--- src/rtl/chain_meter_pkg.sv ---
// Shared types and constants for the inverter-chain delay meter.
package chain_meter_pkg;

  typedef enum logic [2:0] {
    IDLE,
    SETTLE,
    LAUNCH,
    MEASURE,
    DONE,
    FAIL
  } state_t;

  // Wide all-ones code; the meter slices it down to its result width
  localparam logic [31:0] TIMEOUT_CODE = '1;

endpackage

--- src/rtl/sync_ff.sv ---
// Multi-flop synchronizer bringing the asynchronous chain output into clk.
module sync_ff #(
  parameter int STAGES = 2
) (
  input  logic clk,
  input  logic rst,
  input  logic d,
  output logic q
);

  logic [STAGES-1:0] sr;

  always_ff @(posedge clk) begin
    if (rst) sr <= '0;
    else     sr <= {sr[STAGES-2:0], d};
  end

  assign q = sr[STAGES-1];

endmodule

--- src/rtl/chain_delay_meter.sv ---
// Launches edges into a delay chain and reports the averaged propagation
// delay in clk cycles, or an all-ones timeout code if the chain never answers.
module chain_delay_meter
  import chain_meter_pkg::*;
#(
  parameter int INVERTING   = 1,
  parameter int SYNC_STAGES = 2,
  parameter int CW          = 12,
  parameter int MAX_CYCLES  = 4095,
  parameter int LOG_RUNS    = 2
) (
  input  logic          clk,
  input  logic          rst,
  input  logic          start,
  output logic          busy,
  output logic          done,
  output logic          timeout,
  output logic [CW-1:0] count,
  output logic          chain_a,
  input  logic          chain_y
);

  localparam int                  AW       = CW + LOG_RUNS;
  localparam logic [LOG_RUNS-1:0] LAST_RUN = '1;
  localparam logic [CW-1:0]       CNT_MAX  = CW'(MAX_CYCLES);
  localparam logic                INV      = (INVERTING != 0);

  state_t              state, next_state;
  logic [CW-1:0]       cnt;
  logic [AW-1:0]       acc;
  logic [LOG_RUNS-1:0] run_idx;
  logic                y_s;
  logic                match;
  logic                at_max;

  sync_ff #(.STAGES(SYNC_STAGES)) u_sync (
    .clk (clk),
    .rst (rst),
    .d   (chain_y),
    .q   (y_s)
  );

  // Chain has settled to the value implied by the current drive
  assign match  = (y_s == (chain_a ^ INV));
  assign at_max = (cnt == CNT_MAX);

  always_ff @(posedge clk) begin
    if (rst) state <= IDLE;
    else     state <= next_state;
  end

  always_comb begin
    next_state = state;
    case (state)
      IDLE:    if (start) next_state = SETTLE;
      SETTLE: begin
        if (match)       next_state = LAUNCH;
        else if (at_max) next_state = FAIL;
      end
      LAUNCH:  next_state = MEASURE;
      MEASURE: begin
        if (match)       next_state = (run_idx == LAST_RUN) ? DONE : LAUNCH;
        else if (at_max) next_state = FAIL;
      end
      DONE:    next_state = IDLE;
      FAIL:    next_state = IDLE;
      default: next_state = IDLE;
    endcase
  end

  // In MEASURE, cnt equals the edges elapsed since the launch edge, so the
  // value accumulated at the first match is the run's edge count.
  always_ff @(posedge clk) begin
    if (rst) begin
      cnt     <= '0;
      acc     <= '0;
      run_idx <= '0;
      chain_a <= 1'b0;
      busy    <= 1'b0;
      done    <= 1'b0;
      timeout <= 1'b0;
      count   <= '0;
    end else begin
      done <= 1'b0;
      case (state)
        IDLE: begin
          if (start) begin
            busy    <= 1'b1;
            acc     <= '0;
            run_idx <= '0;
            timeout <= 1'b0;
            cnt     <= '0;
          end
        end
        SETTLE: begin
          if (!match && !at_max) cnt <= cnt + 1'b1;
        end
        LAUNCH: begin
          chain_a <= ~chain_a;
          cnt     <= '0;
        end
        MEASURE: begin
          if (match) begin
            acc <= acc + AW'(cnt);
            if (run_idx != LAST_RUN) run_idx <= run_idx + 1'b1;
          end else if (!at_max) begin
            cnt <= cnt + 1'b1;
          end
        end
        DONE: begin
          count <= acc[AW-1:LOG_RUNS];
          done  <= 1'b1;
          busy  <= 1'b0;
        end
        FAIL: begin
          count   <= TIMEOUT_CODE[CW-1:0];
          timeout <= 1'b1;
          done    <= 1'b1;
          busy    <= 1'b0;
        end
        default: ;
      endcase
    end
  end

endmodule

--- config.mk ---
export PLATFORM = sky130hd
export DESIGN_NAME = chain_delay_meter
export DESIGN_NICKNAME = d
export VERILOG_FILES = /design/src/rtl/chain_meter_pkg.sv /design/src/rtl/sync_ff.sv /design/src/rtl/chain_delay_meter.sv
export SDC_FILE = /design/constraint.sdc
export NUM_CORES = 1
export LEC_CHECK = 0
export ABC_AREA = 0
export BUFFER_PORTS_ARGS = -buffer_cell sky130_fd_sc_hd__buf_4
export CORE_MARGIN = 2
export CORE_UTILIZATION = 30
export DETAILED_ROUTE_END_ITERATION = 10
export GPL_TIMING_DRIVEN = 0
export PLACE_DENSITY_LB_ADDON = 0.15
export SLEW_MARGIN = 20
export SYNTH_ARGS = -nofsm -noshare
export SYNTH_HDL_FRONTEND = slang
export SYNTH_HIERARCHICAL = 1
export SYNTH_SLANG_ARGS = --single-unit
--- constraint.sdc ---
create_clock -name clk -period 3 [get_ports clk]
set_input_delay 0.3 -clock clk [delete_from_list [all_inputs] [get_ports clk]]
set_output_delay 0.3 -clock clk [all_outputs]
set_load 0.01 [all_outputs]
# Word level (Yosys, flattened, before mapping)
# Index checks and enable logic that the tools add are counted.
[op_classes]
addsub = 3
multipliers = 0
div = 0
magnitude_cmp = 0
eq_ne = 15
shift = 0
muxes = 24
bitwise_logic = 1
n_reduce_logical = 15
[op_table]
columns = ["operator", "n"]
rows = [
  ["$mux W12", 4],
  ["$pmux W12 S4", 1],
  ["$mux W14", 2],
  ["$pmux W14 S2", 1],
  ["$pmux W12 S2", 1],
  ["$mux W3", 5],
  ["$add A14 B12 Y14", 1],
  ["$ne A2 B2 Y1 const B", 7],
  ["$add A12 B1 Y12 const B", 1],
  ["$eq A12 B12 Y1 const B", 1],
  ["$pmux W3 S4", 1],
  ["$reduce_bool A2 Y1", 4],
  ["$eq A3 B2 Y1 const B", 2],
  ["$eq A3 B3 Y1 const B", 2],
  ["$mux W2", 3],
  ["$reduce_and A5 Y1", 1],
  ["$pmux W1 S2", 2],
  ["$pmux W2 S2", 1],
  ["$reduce_and A2 Y1", 2],
  ["$reduce_and A4 Y1", 1],
  ["$reduce_bool A4 Y1", 1],
  ["$eq A3 B1 Y1 const B", 1],
  ["$logic_not A3 Y1", 1],
  ["$mux W1", 3],
  ["8 further kinds", 9],
]
[word_totals]
ff_bits = 49
latchBits = 0
ramBits = 0
romBits = 0
inputBits = 4
word_cells = 68
n_memories = 0

# Logic depth before layout (Yosys ltp)
# Gate-level depths: netlist (run 1).
[depth]
word_depth = 6
mapped_depth = 9
depth_no_buf = 9

# By module
# The synthesis (run 1) kept the hierarchy.
[by_module_without_submodules]
columns = ["module", "instances", "cells_per_inst", "area_per_inst_um2"]
rows = [
  ["chain_delay_meter", 1, 305, 2560.0],
  ["sync_ff", 1, 4, 52.6],
]

# Worst setup path before layout (run 1)
# No wires, ideal clock.
[synth_timing]
kind = "reg2reg"
start = "register cnt[0]"
end = "register acc[8]"
arrival_ps = 1848
required_ps = 2883
slack_ps = 1034
path_stages_with_launch = 10
path_buffers = 0
synth_period_minus_slack_ps = 1966
path_cell_list = "dfxtp_1 ha_1 inv_1 fa_1 nor2b_1 o2111ai_1 nand3b_1 a31oi_1 xnor2_1 a32o_1"
[synth_via]
elab_chain_cells = 3
[synth_lines]
columns = ["item", "line", "source"]
rows = [
  ["start, declared", "chain_delay_meter.sv:29", "logic [CW-1:0] cnt;"],
  ["start signal, assigned", "chain_delay_meter.sv:96", "if (!match && !at_max) cnt <= cnt + 1'b1;"],
  ["start signal, assigned", "chain_delay_meter.sv:107", "cnt <= cnt + 1'b1;"],
  ["$add A14 B12 Y14", "chain_delay_meter.sv:104", "acc <= acc + AW'(cnt);"],
  ["$mux W14", "chain_delay_meter.sv:103", "if (match) begin"],
  ["$pmux W14 S2", "chain_delay_meter.sv:85", "case (state)"],
  ["end signal, assigned", "chain_delay_meter.sv:104", ""],
  ["end, declared", "chain_delay_meter.sv:30", "logic [AW-1:0] acc;"],
]
# Every way passes these cells. The select of a mux whose other input is x is not followed.
# A chain may end at the register's enable or synchronous reset.

# Final worst setup path (run 1)
[layout_timing]
start = "register cnt[0]"
end = "register acc[12]"
# Same word-level chain as after synthesis.

==> results.ini, run 1 <==
[timing]
period_needed_ps = 2260
slew_headroom_pct = 61.3
timing.hold.ws_ps = 200
hold_viol_final = 0
skew_ps = 7.32
setup_ws_ps = 740
worst_pin_slew_ps = 575
setup-tns-final_ps = 0
fmax_mhz = 442
rsz0062_at_grt = no
finalSetupViolations = 0
slew_violations = 0
finalCritPeriodShare_pct = 75.3

[logic_synthesis]
yosysWarnings = 6
synth-seq-cells = 49
ys_types = 53
syn-cell-area_um2 = 2610
synthCells = 309
synthArstFlopShare_pct = 0
synth_edf_count = 0
synth_nets = 328
synth-seq-area-share_pct = 37.5
avgSynthCellArea_um2 = 8.45
synth_flop_cell = dfxtp_1

[setup_path]
r2r-start = cnt[0]
worst_ep_arrival_time_ps = 2470
crit_type = reg2reg
cp_max_fo = 6
crit_path_end_kind = flip-flop
rr_endpoint = acc[12]
reg2reg_slack_ps = 740
worstPathRequired_ps = 3210
rr_worst_depth = 9
start_kind = flip-flop

[clock_tree]
cts_tree = yes
root_buffer = clkbuf_8
clkLatencyLatePin_ps = 310
htreeDepth = 2
clockBufferDepth = 2
cts_made_buffers = 5
cts.sinks = 49
ctsResizeCount = 0
holdBufCountCts = 0
clk_pin_slew_worst_paths_ps = 100
post_cts_buffers = 0

[global_routing]
antenna_found_initial = 0
grt_usage_pct = 13.5
first_global_vias = 2075
grt_max_degree = 16
grt_pass1_wl_um = 10500
grt.overflow.total = 0

[detailed_routing]
remaining_drc_errors = 0
wirelength_um = 6180
avgRoutedWirePerCell_um = 13.9
drt_pass1_iterations = 4
vias = 2137
ant_nets = 0
vias_per_cell = 4.81
drtIter0Drc = 70

[pwr]
totalPowerFinal_mw = 1.17
power_switching_share_pct = 27.1
power_frac_seq_pct = 56.9
ir_worst_vdd_uv = 161
combPwrFrac_pct = 8.3
leakage_nw = 1.19
power_density_nw_per_um2 = 393
clkPwrFrac_pct = 34.8
p_sw_mw = 0.317
p_int_mw = 0.855

[place]
dp_cells = 436
gp_congestion = 0.807
pre_cts_slack_ps = 774
dp_hpwl_um = 4640
post_dp_cell_area_um2 = 2890
io_buffers = 19

[die]
ios = 20
die_x_um = 97.3
dieArea_um2 = 9470
row_count = 34
coreArea_um2 = 8590
die_h_um = 97.3
start_util_pct = 30.4

[hold_path]
hold_path_class = in2reg
hp-start = chain_y
hold-path-cell-count = 2
hold-path-endpoint = u_sync/sr[0]

[final_layout]
drive_above_1_share_pct = 12.8
n_fill_cell = 926
diodes = 0
regArea_um2 = 981
fin_util_pct = 34.7
layout.cells.non_filler = 444
final_cell_area_um2 = 2980
syn_to_final_growth_pct = 14.0
fin_nets = 354
multiInputGateArea_um2 = 1530

[run]
cap_violations = 0

[run_status]
status = finished, final reports clean

-- worst max-delay path, stage by stage (launching register included) --
cell and delay (ps):
dfxtp_1 480, ha_1 220, inv_1 60, fa_1 370, nor2b_1 220, o2111ai_1 170
nand3_1 170, nand2_1 90, and3_1 170, o31a_1 230
-- worst max-delay path by stage --
stage               to  cells past startpoint  slack, ps  startpoint
6_report       acc[12]                      9        740      cnt[0]
5_1_grt         cnt[5]                      7        590      cnt[0]
4_1_cts        acc[12]                      9        750      cnt[0]
3_5_place_dp   acc[12]                      9        770      cnt[0]
3_3_place_gp   acc[12]                      9        790      cnt[0]
2_1_floorplan   acc[8]                      9       1030      cnt[0]
-- state kept, by name, summed over array words and instances, names as in the netlist --
signal     cells
count         12
acc           14
timeout        1
state          3
chain_a        1
cnt           12
u_sync/sr      2
done           1
busy           1
run_idx        2
-- Yosys cell counts (2+ instances only) --
cell type	number	area [µm²]
a211oi_1	12	90.1
a21o_1	5	37.5
a21oi_1	17	85.1
a22oi_1	2	15.0
a31o_2	2	17.5
a31oi_1	6	37.5
a32o_1	4	40.0
and3_1	4	25.0
buf_2	2	10.0
clkbuf_1	11	41.3
dfxtp_1	49	981
ha_1	14	175
inv_1	6	22.5
nand2_1	19	71.3
nand2b_1	3	18.8
nand3_1	13	65.1
nand3b_1	2	15.0
nand4_1	5	31.3
nor2_1	60	225
nor2b_1	6	37.5
nor3_1	7	35.0
nor4_1	2	12.5
nor4_2	2	25.0
o211ai_1	2	15.0
o21a_1	2	15.0
o21ai_0	6	30.0
o31ai_1	2	15.0
or3_1	2	12.5
xnor2_1	7	61.3
xor2_1	12	105
-- layout make-up --
type	instances	area share, %
tap	108	4.54
timing repair buffer	19	4.79
inverter	6	0.756
clock inverter	2	0.504
clock buffer	6	2.44
multi-input combinational	237	51.5
sequential	49	32.9
buffer	17	2.56
-- power groups by stage --
stage	sequential, mW	combinational (mW)	clock (mW)
2_1_floorplan	0.680	0.0668	0
3_3_place_gp	0.681	0.0989	0
3_5_place_dp	0.681	0.0992	0
4_1_cts	0.666	0.0998	0.425
5_1_grt	0.668	0.112	0.451
6_report	0.666	0.0977	0.408
-- layer usage --
layer  part of all wire, %  routed length, µm  global-route usage, %
met1                    53               3280                   18.6
met2                    43               2660                   22.0
met3                   2.6                163                   2.30
met4                   1.3                 82                   3.85
met5                     0                  0                      0
-- cell families (layout without fill, tap and decap cells) --
kind of cell | Yosys count | in the layout | synth area share (%)
and+or+nand+nor | 132 | 132 | 25.5
adders and majority gates | 15 | 15 | 7.47
buffers and inverters | 23 | 50 | 3.78
muxes | 1 | 1 | 0.383
AOI/OAI and AO/OA | 69 | 69 | 18.3
xor gates and xnor gates | 20 | 20 | 6.99
DFF | 49 | 49 | 37.5
-- layout by cell type, fill, tap and decap left out, drive strengths merged, types with 3 or more instances in the layout --
cell type / instances
a211oi: 13
a21o: 5
a21oi: 18
a31oi: 6
a32o: 4
and3: 4
buf: 23
clkbuf: 18
dfxtp: 49
ha: 14
inv: 6
nand2: 19
nand2b: 3
nand3: 13
nand4: 5
nor2: 60
nor2b: 6
nor3: 7
nor4: 5
o21ai: 7
xnor2: 7
xor2: 13
Note: power is estimated with default switching activity, not from simulation.
==> run 2, diff against run 1 <==
Clock period 3 ns to 2.2 ns, I/O delays scaled along.
==> run 2 against run 1 <==
  * Die area is the same
  * Clock skew rose by 0.85 ps
  * Register-to-register slack worse by 620 ps
  * Core utilization grew 0.42 points
  * Clock-buffer cell count stayed put
  * Combinational power grew 37%
  * Worst hold slack worse by 80 ps
  * Maximum frequency rose by 8.6%
  * Sequential cell count unchanged
  * Critical path type unchanged
  * Largest cell class unchanged
  * Largest power group unchanged
  * Highest routed layer unchanged
==> results.ini, run 2 (synthesized netlist as in run 1, its figures left out) <==
[run_status]
status = finished, final reports clean

[clock_tree]
htreeDepth = 2  ; unchanged
cts_tree = yes
root_buffer = clkbuf_8
cts_made_buffers = 5  ; unchanged
clkLatencyLatePin_ps = 310  ; about the same
holdBufCountCts = 0  ; unchanged
cts.sinks = 49  ; unchanged
clk_pin_slew_worst_paths_ps = 100  ; about the same
clockBufferDepth = 2  ; unchanged

[pwr]
p_sw_mw = 0.433  ; +37%
power_switching_share_pct = 27.1  ; about the same
ir_worst_vdd_uv = 220  ; +37%
clkPwrFrac_pct = 34.8  ; about the same
power_frac_seq_pct = 56.9  ; about the same
power_density_nw_per_um2 = 531  ; +35%
leakage_nw = 1.22  ; +2.3%
combPwrFrac_pct = 8.4  ; about the same
p_int_mw = 1.17  ; +36%

[final_layout]
drive_above_1_share_pct = 14.8  ; +2.0 points
fin_util_pct = 35.1  ; +0.42 points
largest-register = acc
largest_reg_flops = 14  ; unchanged
mostFrequentLayoutCell = nor2_1
fin_nets = 356  ; +0.56%
diodes = 0  ; unchanged
syn_to_final_growth_pct = 15.4
final_cell_mix = nor2_1 (60), dfxtp_1 (46), buf_4 (22)
n_fill_cell = 920  ; -0.65%
final_cell_area_um2 = 3010  ; +1.2%
reg_top3 = acc x14, cnt x12, count x12

[timing]
period_needed_ps = 2080  ; -179 ps
finalSetupViolations = 0  ; unchanged
hold_viol_final = 0  ; unchanged
skew_ps = 8.18  ; +0.854 ps
rsz0062_at_grt = no
fmax_mhz = 481  ; +8.6%
slew_violations = 0  ; unchanged
finalCritPeriodShare_pct = 94.6  ; +19 points
worst_pin_slew_ps = 502  ; -72.7 ps
slew_headroom_pct = 66.5  ; +5.2 points

[place]
post_dp_cell_area_um2 = 2890  ; unchanged
gp_congestion = 0.807  ; unchanged
io_buffers = 19  ; unchanged
dp_hpwl_um = 4640  ; unchanged

[die]
die_x_um = 97.3  ; unchanged
ios = 20  ; unchanged
dieArea_um2 = 9470  ; unchanged
start_util_pct = 30.4  ; unchanged
coreArea_um2 = 8590  ; unchanged
row_count = 34  ; unchanged
die_h_um = 97.3  ; unchanged

[detailed_routing]
drtIter0Drc = 85  ; +21%
avgRoutedWirePerCell_um = 14.0  ; +0.18%
wirelength_um = 6220  ; +0.63%
ant_nets = 0  ; unchanged
vias_per_cell = 4.85  ; +0.86%
drt_pass1_iterations = 4  ; unchanged
vias = 2165  ; +1.3%
remaining_drc_errors = 0  ; unchanged

[setup_path]
cp_num_buf_inv = 1  ; unchanged
worstPathRequired_ps = 2410  ; -800 ps
crit_type = reg2reg
cpMaxStageDelayCell = dfxtp_4
critPathTopFamily = simple AND/OR/NAND/NOR gates
crit_path_end_kind = flip-flop
cp_cell_sequence = ha_1 > inv_1 > fa_1 > nor2b_2 > o2111ai_1 > nand3_1 > nand2_1 > and3_1 > o31a_1
start_kind = flip-flop
cp_max_fo = 6  ; unchanged
worst_ep_arrival_time_ps = 2290  ; -180 ps
slowest_delay_ps = 400  ; -80 ps

[global_routing]
grt_pass1_wl_um = 10500  ; unchanged
antenna_found_initial = 0  ; unchanged
grt_usage_pct = 13.5  ; unchanged
grt_max_degree = 16  ; unchanged
grt.overflow.total = 0  ; unchanged
first_global_vias = 2075  ; unchanged

[run]
cap_violations = 0  ; unchanged

[hold_path]
hold_path_class = in2reg

[run 2: through the flow]
step / setup WS [ps] / hold WS [ps] / TNS, ps / std cells / power (mW)
CTS: 30.9 / 113 / 0 / 444 / 1.62
global route: 5.34 / 139 / 0 / 446 / 1.68
finish: 119 / 120 / 0 / 446 / 1.60
global placement: -12.4 / 440 / -12.4 / 436 / 1.06
detailed placement: -26.3 / 436 / -35.6 / 436 / 1.06
floorplan: 234 / 292 / 0 / 309 / 1.02
[run 2: path summary, 6_finish.rpt]
path                 from            to  slack (ps)  cells after the start
max                cnt[0]       acc[12]         120                      9
min               chain_y  u_sync/sr[0]         120                      2
max reg2reg        cnt[0]       acc[12]         120                      9
min reg2reg  u_sync/sr[0]  u_sync/sr[1]         460                      1
[run 2: cell type report]
| type | instances | area (µm²) | area share, % |
|---|---|---|---|
| multi-input cells | 237 | 1550 | 51.3 |
| well taps | 108 | 135 | 4.48 |
| clock buffers | 6 | 72.6 | 2.41 |
| flip-flops and latches | 49 | 987 | 32.8 |
| inverters | 6 | 22.5 | 0.747 |
| repair buffers | 21 | 158 | 5.23 |
| clock inverters | 2 | 15.0 | 0.498 |
| plain buffers | 17 | 76.3 | 2.53 |
[run 2: power groups by stage]
stage / clock, mW / combinational [mW] / sequential [mW]
after floorplan: 0 / 0.0911 / 0.927
after global placement: 0 / 0.135 / 0.928
after detailed placement: 0 / 0.135 / 0.929
after CTS: 0.579 / 0.136 / 0.909
after global routing: 0.614 / 0.153 / 0.912
final: 0.556 / 0.134 / 0.909
[run 2: metal layers]
| layer | up-vias | global-route usage (%) | wire (µm) |
|---|---|---|---|
| li1 | 1147 | - | - |
| met2 | 32 | 22.0 | 2670 |
| met3 | 7 | 2.30 | 196 |
| met5 | - | 0 | 0 |
| met4 | 0 | 3.85 | 82 |
| met1 | 979 | 18.6 | 3270 |
[run 2: worst reg2reg max path, delay by kind of cell (launching register included)]
family | cells | cell delay, ps
simple gates | 4 | 590
fa+ha+maj | 2 | 560
flops | 1 | 400
compound gates | 2 | 390
buf+inv | 1 | 60
[run 2: repair_timing]
item	CTS	global route
pin swaps	0	1
buffers inserted	0	2
endpoints found under the setup margin	3	14
resized for setup	1	6
